`config.mk`:
```
export PLATFORM = sky130hd
export DESIGN_NAME = ex_stage
export DESIGN_NICKNAME = d
export VERILOG_FILES = /design/src/rtl/ex_stage.sv
export SDC_FILE = /design/constraint.sdc
export NUM_CORES = 1
export LEC_CHECK = 0
export ABC_AREA = 1
export BUFFER_PORTS_ARGS = -buffer_cell sky130_fd_sc_hd__buf_2
export CELL_PAD_IN_SITES_DETAIL_PLACEMENT = 1
export CELL_PAD_IN_SITES_GLOBAL_PLACEMENT = 2
export CORE_MARGIN = 1
export CORE_UTILIZATION = 33
export CTS_CLUSTER_SIZE = 8
export DETAILED_ROUTE_END_ITERATION = 6
export PLACE_DENSITY_LB_ADDON = 0.08
export SLEW_MARGIN = 20
export SYNTH_ARGS = -nofsm -noshare
export SYNTH_HDL_FRONTEND = slang
export SYNTH_SLANG_ARGS = --single-unit
```
`constraint.sdc`:
```
create_clock -name clk -period 3.6 [get_ports clk]
set_clock_uncertainty 0.2 [all_clocks]
set_input_delay 0.36 -clock clk [delete_from_list [all_inputs] [get_ports clk]]
set_output_delay 0.36 -clock clk [all_outputs]
set_load 0.05 [all_outputs]
```
`src/rtl/ex_stage.sv`:
```
// ---------------------------------------------------------------------------
// ex_stage
//   Execute stage of a 5-stage MIPS pipeline. Performs the ALU operation
//   selected by the ID/EX register and hosts a 32-iteration shift-add
//   unsigned multiplier that writes the HI/LO registers. All state updates
//   happen on the falling edge of clk, matching the pipeline registers.
//
// Ports
//   clk            : pipeline clock (state updates on falling edge)
//   rst            : synchronous active-high reset, sampled on falling edge
//   Rs_data_in     : first operand
//   Rt_data_in     : second operand / shift source
//   ALU_op_in      : 00 add, 01 sub, 10 R-type (decode funct), 11 reserved
//   Funct_ctrl_in  : R-type function code
//   shamt_in       : shift amount
//   Rd_addr_in     : destination register
//   Reg_w_in       : register-write request
//   stall          : high while the multiplier is busy (combinational)
//   ALU_result_out : registered result
//   Rd_addr_out    : registered destination
//   Reg_w_out      : registered write enable
// ---------------------------------------------------------------------------
module ex_stage #(
    parameter int DATA_W   = 32,
    parameter int MUL_ITER = 32
) (
    input  logic              clk,
    input  logic              rst,
    input  logic [DATA_W-1:0] Rs_data_in,
    input  logic [DATA_W-1:0] Rt_data_in,
    input  logic [1:0]        ALU_op_in,
    input  logic [5:0]        Funct_ctrl_in,
    input  logic [4:0]        shamt_in,
    input  logic [4:0]        Rd_addr_in,
    input  logic              Reg_w_in,
    output logic              stall,
    output logic [DATA_W-1:0] ALU_result_out,
    output logic [4:0]        Rd_addr_out,
    output logic              Reg_w_out
);

    localparam int CNT_W = $clog2(MUL_ITER);
    localparam logic [CNT_W-1:0] CNT_LAST = CNT_W'(MUL_ITER - 1);

    localparam logic [5:0] FN_SLL   = 6'h00;
    localparam logic [5:0] FN_SRL   = 6'h02;
    localparam logic [5:0] FN_MFHI  = 6'h10;
    localparam logic [5:0] FN_MFLO  = 6'h12;
    localparam logic [5:0] FN_MULTU = 6'h19;
    localparam logic [5:0] FN_ADD   = 6'h20;
    localparam logic [5:0] FN_SUB   = 6'h22;
    localparam logic [5:0] FN_AND   = 6'h24;
    localparam logic [5:0] FN_OR    = 6'h25;
    localparam logic [5:0] FN_SLT   = 6'h2A;

    typedef enum logic [0:0] {
        ST_IDLE = 1'b0,
        ST_MUL  = 1'b1
    } state_e;

    state_e              state_q, state_d;
    logic [DATA_W-1:0]   hi_q, hi_d;
    logic [DATA_W-1:0]   lo_q, lo_d;
    logic [CNT_W-1:0]    cnt_q, cnt_d;
    logic [2*DATA_W-1:0] mcand_q, mcand_d;
    logic [DATA_W-1:0]   mplier_q, mplier_d;
    logic [2*DATA_W-1:0] acc_q, acc_d;
    logic [DATA_W-1:0]   alu_result_q, alu_result_d;
    logic [4:0]          rd_addr_q, rd_addr_d;
    logic                reg_w_q, reg_w_d;

    logic [DATA_W-1:0]   alu_val_s;
    logic                alu_valid_s;
    logic                is_multu_s;
    logic                slt_s;
    logic [2*DATA_W-1:0] acc_sum_s;

    assign slt_s = ($signed(Rs_data_in) < $signed(Rt_data_in));

    // Accumulator plus the current partial product (added only when the
    // multiplier LSB is set); this is also the final product on the last edge.
    assign acc_sum_s = acc_q + (mplier_q[0] ? mcand_q : {(2*DATA_W){1'b0}});

    // ALU operation decode; alu_valid_s low means the op must not write a GPR.
    always_comb begin
        alu_val_s   = {DATA_W{1'b0}};
        alu_valid_s = 1'b0;
        is_multu_s  = 1'b0;
        case (ALU_op_in)
            2'b00: begin
                alu_val_s   = Rs_data_in + Rt_data_in;
                alu_valid_s = 1'b1;
            end
            2'b01: begin
                alu_val_s   = Rs_data_in - Rt_data_in;
                alu_valid_s = 1'b1;
            end
            2'b10: begin
                alu_valid_s = 1'b1;
                case (Funct_ctrl_in)
                    FN_ADD:   alu_val_s = Rs_data_in + Rt_data_in;
                    FN_SUB:   alu_val_s = Rs_data_in - Rt_data_in;
                    FN_AND:   alu_val_s = Rs_data_in & Rt_data_in;
                    FN_OR:    alu_val_s = Rs_data_in | Rt_data_in;
                    FN_SLT:   alu_val_s = {{(DATA_W-1){1'b0}}, slt_s};
                    FN_SLL:   alu_val_s = Rt_data_in << shamt_in;
                    FN_SRL:   alu_val_s = Rt_data_in >> shamt_in;
                    FN_MFHI:  alu_val_s = hi_q;
                    FN_MFLO:  alu_val_s = lo_q;
                    FN_MULTU: begin
                        // multu only loads the multiplier; it never writes a GPR.
                        alu_valid_s = 1'b0;
                        is_multu_s  = 1'b1;
                    end
                    default:  alu_valid_s = 1'b0;
                endcase
            end
            default: alu_valid_s = 1'b0;
        endcase
    end

    // Next-state logic for the IDLE/MUL controller, multiplier datapath and output registers.
    always_comb begin
        state_d      = state_q;
        hi_d         = hi_q;
        lo_d         = lo_q;
        cnt_d        = cnt_q;
        mcand_d      = mcand_q;
        mplier_d     = mplier_q;
        acc_d        = acc_q;
        alu_result_d = alu_result_q;
        rd_addr_d    = rd_addr_q;
        reg_w_d      = reg_w_q;
        case (state_q)
            ST_IDLE: begin
                rd_addr_d    = Rd_addr_in;
                alu_result_d = alu_valid_s ? alu_val_s : {DATA_W{1'b0}};
                reg_w_d      = Reg_w_in & alu_valid_s;
                if (is_multu_s) begin
                    mcand_d  = {{DATA_W{1'b0}}, Rt_data_in};
                    mplier_d = Rs_data_in;
                    acc_d    = {(2*DATA_W){1'b0}};
                    cnt_d    = {CNT_W{1'b0}};
                    state_d  = ST_MUL;
                end else begin
                    state_d  = ST_IDLE;
                end
            end
            ST_MUL: begin
                // Pipeline sees bubbles while the multiplier runs.
                alu_result_d = {DATA_W{1'b0}};
                reg_w_d      = 1'b0;
                acc_d        = acc_sum_s;
                mcand_d      = mcand_q << 1;
                mplier_d     = mplier_q >> 1;
                cnt_d        = cnt_q + {{(CNT_W-1){1'b0}}, 1'b1};
                if (cnt_q == CNT_LAST) begin
                    {hi_d, lo_d} = acc_sum_s;
                    state_d      = ST_IDLE;
                end else begin
                    state_d      = ST_MUL;
                end
            end
            default: begin
                state_d      = ST_IDLE;
                alu_result_d = {DATA_W{1'b0}};
                reg_w_d      = 1'b0;
            end
        endcase
    end

    // State registers, updated on the falling edge with synchronous reset priority.
    always_ff @(negedge clk) begin
        if (rst) begin
            state_q      <= ST_IDLE;
            hi_q         <= {DATA_W{1'b0}};
            lo_q         <= {DATA_W{1'b0}};
            cnt_q        <= {CNT_W{1'b0}};
            mcand_q      <= {(2*DATA_W){1'b0}};
            mplier_q     <= {DATA_W{1'b0}};
            acc_q        <= {(2*DATA_W){1'b0}};
            alu_result_q <= {DATA_W{1'b0}};
            rd_addr_q    <= 5'd0;
            reg_w_q      <= 1'b0;
        end else begin
            state_q      <= state_d;
            hi_q         <= hi_d;
            lo_q         <= lo_d;
            cnt_q        <= cnt_d;
            mcand_q      <= mcand_d;
            mplier_q     <= mplier_d;
            acc_q        <= acc_d;
            alu_result_q <= alu_result_d;
            rd_addr_q    <= rd_addr_d;
            reg_w_q      <= reg_w_d;
        end
    end

    assign stall          = (state_q == ST_MUL);
    assign ALU_result_out = alu_result_q;
    assign Rd_addr_out    = rd_addr_q;
    assign Reg_w_out      = reg_w_q;

endmodule

```
# Yosys cells after proc, flatten, opt, wreduce, memory -nomap -nowiden
# Cells that the tools add are included.
classes:
  n_eq_ne: 13
  magnitude_cmp: 1
  muxes: 21
  n_bitwise: 4
  shift: 2
  add_sub_neg: 4
  n_reduce_logical: 5
op_table:
  columns: ["cell", "count"]
  rows:
  - ["case mux 32 bit (9 select lines)", 1]
  - ["case mux 64 bit (2 select lines)", 2]
  - ["2-to-1 mux 64 bit", 3]
  - ["case mux 32 bit (2 select lines)", 2]
  - ["case mux 32 bit (3 select lines)", 1]
  - ["adder 64 bit", 1]
  - ["2-to-1 mux 32 bit", 2]
  - ["adder 32 bit", 1]
  - ["AND 32 bit", 1]
  - ["< comparator 32 bit", 1]
  - ["OR 32 bit", 1]
  - ["left shift 32 x 5 -> 32 bit", 1]
  - [">> shifter 32 x 5 -> 32 bit", 1]
  - ["subtractor 32 bit", 1]
  - ["equality test 6 bit, second input constant", 5]
  - ["equality test 6 x 5 -> 1 bit, second input constant", 3]
  - ["case mux 5 bit (2 select lines)", 1]
  - ["OR reduction 9 bit", 1]
  - ["equality test 6 x 2 -> 1 bit, second input constant", 1]
  - ["zero test 6 bit", 1]
  - ["case mux 1 bit (2 select lines)", 3]
  - ["adder 5 x 1 -> 5 bit, second input constant", 1]
  - ["equality test 5 bit, second input constant", 1]
  - ["2-to-1 mux 1 bit", 5]
  - ["other kinds (9)", 9]
totals:
  elab_cells: 60
  ff_bits: 268

# Longest topological paths before layout
logic_depth:
  ltp_word: 6
  ltp_mapped: 19
  depth_no_buf: 17

==> flow_metrics.env <==
export IMPL_route_detailed_drc=0
export IMPL_timing_critical_path_from_type="input port"
export IMPL_floorplan_initialDensity_pct=33.4
export IMPL_cts_htree_levels=2
export IMPL_cts_inserted_buffers=42
export IMPL_totalPowerFinal_mw=11.4
export IMPL_synthToLayoutAreaGrowth_pct=50.4
export IMPL_grt_remaining_overflow=0
export IMPL_layout_cells_non_filler=6337
export IMPL_number_of_buffers_between_clock_root_and_the_deepest_sink=3
export IMPL_worstHoldPathType="reg2reg"
export IMPL_synth_largest_type_area_fraction_pct=22.0
export IMPL_fp_dieW_um=277
export IMPL_fillCellCount=10100
export IMPL_maxSlewViolCount=0
export IMPL_grt_first_pass_wirelength_mm=214
export IMPL_final_util_pct=50.2
export IMPL_avg_synthesized_cell_area_sq_um=5.68
export IMPL_routed_via_density=5.32
export IMPL_number_of_cells_in_the_design_after_placement=5937
export IMPL_die_y_um=277
export IMPL_design_core_area_sq_um=74600
export IMPL_worstSetupPathType="in2reg"
export IMPL_timing_max_cap_violations=0
export IMPL_clk_insertion_delay_late_ps=650
export IMPL_final_nets=5597
export IMPL_drt_wirelength_per_cell_um=23.6
export IMPL_clock_sinks=268
export IMPL_ys_ff_latch=268
export IMPL_report_final_setup_viol=29
export IMPL_power_density_nw_per_um2=304
export IMPL_ant_nets=0
export IMPL_cts_root_buf="clkbuf_16"
export IMPL_grt_start_max_net_pins=77
export IMPL_synth_lib_cells_used_distinct=46
export IMPL_ios=124
export IMPL_post_dp_hpwl_mm=118
export IMPL_mostFrequentLayoutCell="nand2_1"
export IMPL_run_status="finished with violations"
export IMPL_syn_area_sq_um=24900
export IMPL_setup_slack_ps=-151
export IMPL_max_slew_margin_pct=46.9
export IMPL_grt_use_total_pct=37.1
export IMPL_failing_checks="negative setup slack"
export IMPL_synth_seq_area_share_pct=21.5
export IMPL_layout_cells_most_common_list="nand2_1, inv_1, buf_4, nand3_1, dfxtp_1"
export IMPL_final_weighted_congestion_in_routability_driven_placement=0.969
export IMPL_critical_path_peak_fanout=4
export IMPL_synthCells=4383
export IMPL_synth_nets=4632
export IMPL_total_leakage_power_nw=19.1
export IMPL_hold_viol_final=0
export IMPL_layout_drive_gt1_share_pct=27.8
export IMPL_worst_pin_slew_ps=797
export IMPL_worst_endpoint_data_arrival_time_ps=2330
export IMPL_die_area_sq_um=76500
export IMPL_first_global_vias=35300
export IMPL_cts_hold_fix_buffers=0
export IMPL_synthesis_warnings=0
export IMPL_grt_antenna_before_repair=7
export IMPL_cts_tree="yes"
export IMPL_drtIter0Drc=2005
export IMPL_synthDominantAreaCellType="nand2_1"
export IMPL_routed_via_count=33700
export IMPL_postRouteWirelength_mm=150
export IMPL_timing_critical_path_to_type="flip-flop"
export IMPL_placement_io_buffers=123
export IMPL_num_rows=100
export IMPL_unrepaired_setup_endpoints_after_global_routing="yes"
export IMPL_timing_critical_path_required_ps=2180
export IMPL_cts_clk_slew_worst_paths_ps=50
export IMPL_yosys_top_cells_area="nand2_1, dfxtp_1, nand3_1"
export IMPL_ir_worst_vdd_mv=0.341
export IMPL_drt_pass1_iterations=5
-- worst max-delay path, stage by stage --
cell and delay, ps:
buf_12 110, buf_6 110, ha_4 160, fa_2 420, nand2_2 110, o21ai_4 100, nand2_1 110, nand2_2 90
nand2_2 110, nand2_4 90, buf_6 140, nand2_4 50, nand3_2 60, nand3_2 100, nand2_2 50, a21oi_2 160
-- path summary, 6_finish.rpt --
check	startpoint	end	slack (ps)	depth (start not counted)
setup / recovery	Rs_data_in[0]	ALU_result_out[14]	-150	16
hold / removal	mcand_q[63]	mcand_q[63]	260	2
setup reg to reg	mplier_q[0]	hi_q[25]	150	13
hold reg to reg	mcand_q[63]	mcand_q[63]	260	2
-- routing by layer --
metal / routed length, um / up-vias / GRT usage [%]
met3: 7170 / 433 / 6.21
met4: 11500 / 2 / 25.4
met2: 71700 / 930 / 64.7
met1: 59200 / 16300 / 41.3
li1: - / 16100 / -
met5: 13 / - / 0
-- timing repair --
action,4_1_cts,5_1_grt
setup endpoints to repair,46,45
pin swaps,59,151
setup buffers,21,47
cloned,1,4
gates resized for setup,274,462
-- cell type report --
type                    count  area (sq um)  area share [%]
well taps                 969          1210            3.24
repair buffers            835          7140            19.1
clock buffers              42          1050            2.81
flip-flops and latches    268          5380            14.4
repair inverters            2          23.8          0.0635
clock inverters           283          1170            3.13
diodes                      7          17.5          0.0468
multi-input cells        3326         19000            50.8
inverters                 605          2430            6.49
-- through the flow --
step | hold slack (ps) | cell area, sq um | setup TNS [ps] | setup slack, ps
2_1_floorplan | 219 | 25700 | -5870 | -293
3_3_place_gp | 240 | 32000 | -92560 | -1020
3_5_place_dp | 249 | 32000 | -96680 | -1070
4_1_cts | 262 | 35300 | -168 | -68.0
5_1_grt | 282 | 37400 | -3300 | -206
6_report | 259 | 37400 | -1580 | -151
-- state kept, by name (all words and copies together) (netlist names) --
signal          count
ALU_result_out     32
Rd_addr_out         5
Reg_w_out           1
acc_q              64
cnt_q               5
hi_q               32
lo_q               32
mcand_q            64
mplier_q           32
stall               1
-- report_power, final --
group | internal [mW] | switching [mW]
Combinational | 1.32 | 1.85
Sequential | 3.01 | 0.0124
Clock | 2.64 | 2.54
Total | 6.97 | 4.41
-- cell families (layout without fill, tap and decap cells) --
logic type      Yosys count  after routing  synth area share [%]
simple gates           2527           2527                  43.0
buf+inv                 789           1767                  12.4
compound gates          599            599                  13.4
flops                   268            268                  21.5
fa+ha+maj               164            164                  8.33
xor+xnor                 36             36                  1.27
other cells               0              7                     0
-- Yosys cell counts (all sizes together) --
master,instances
xnor2,9
nor4,3
ha,161
fa,3
inv,605
nand4,58
a21o,1
a31oi,62
clkinv,1
clkbuf,84
or2,24
and3,4
nor2,316
a21oi,284
a22oi,4
dfxtp,268
o211ai,23
nand2,1463
nand3,593
and2,9
o21ai,138
buf,99
nor3,42
o22ai,38
nand3b,15
a22o,9
xor2,27
o221ai,3
o2111ai,3
o21bai,24
o21a,10
Note: power is estimated with default switching activity, not from simulation.
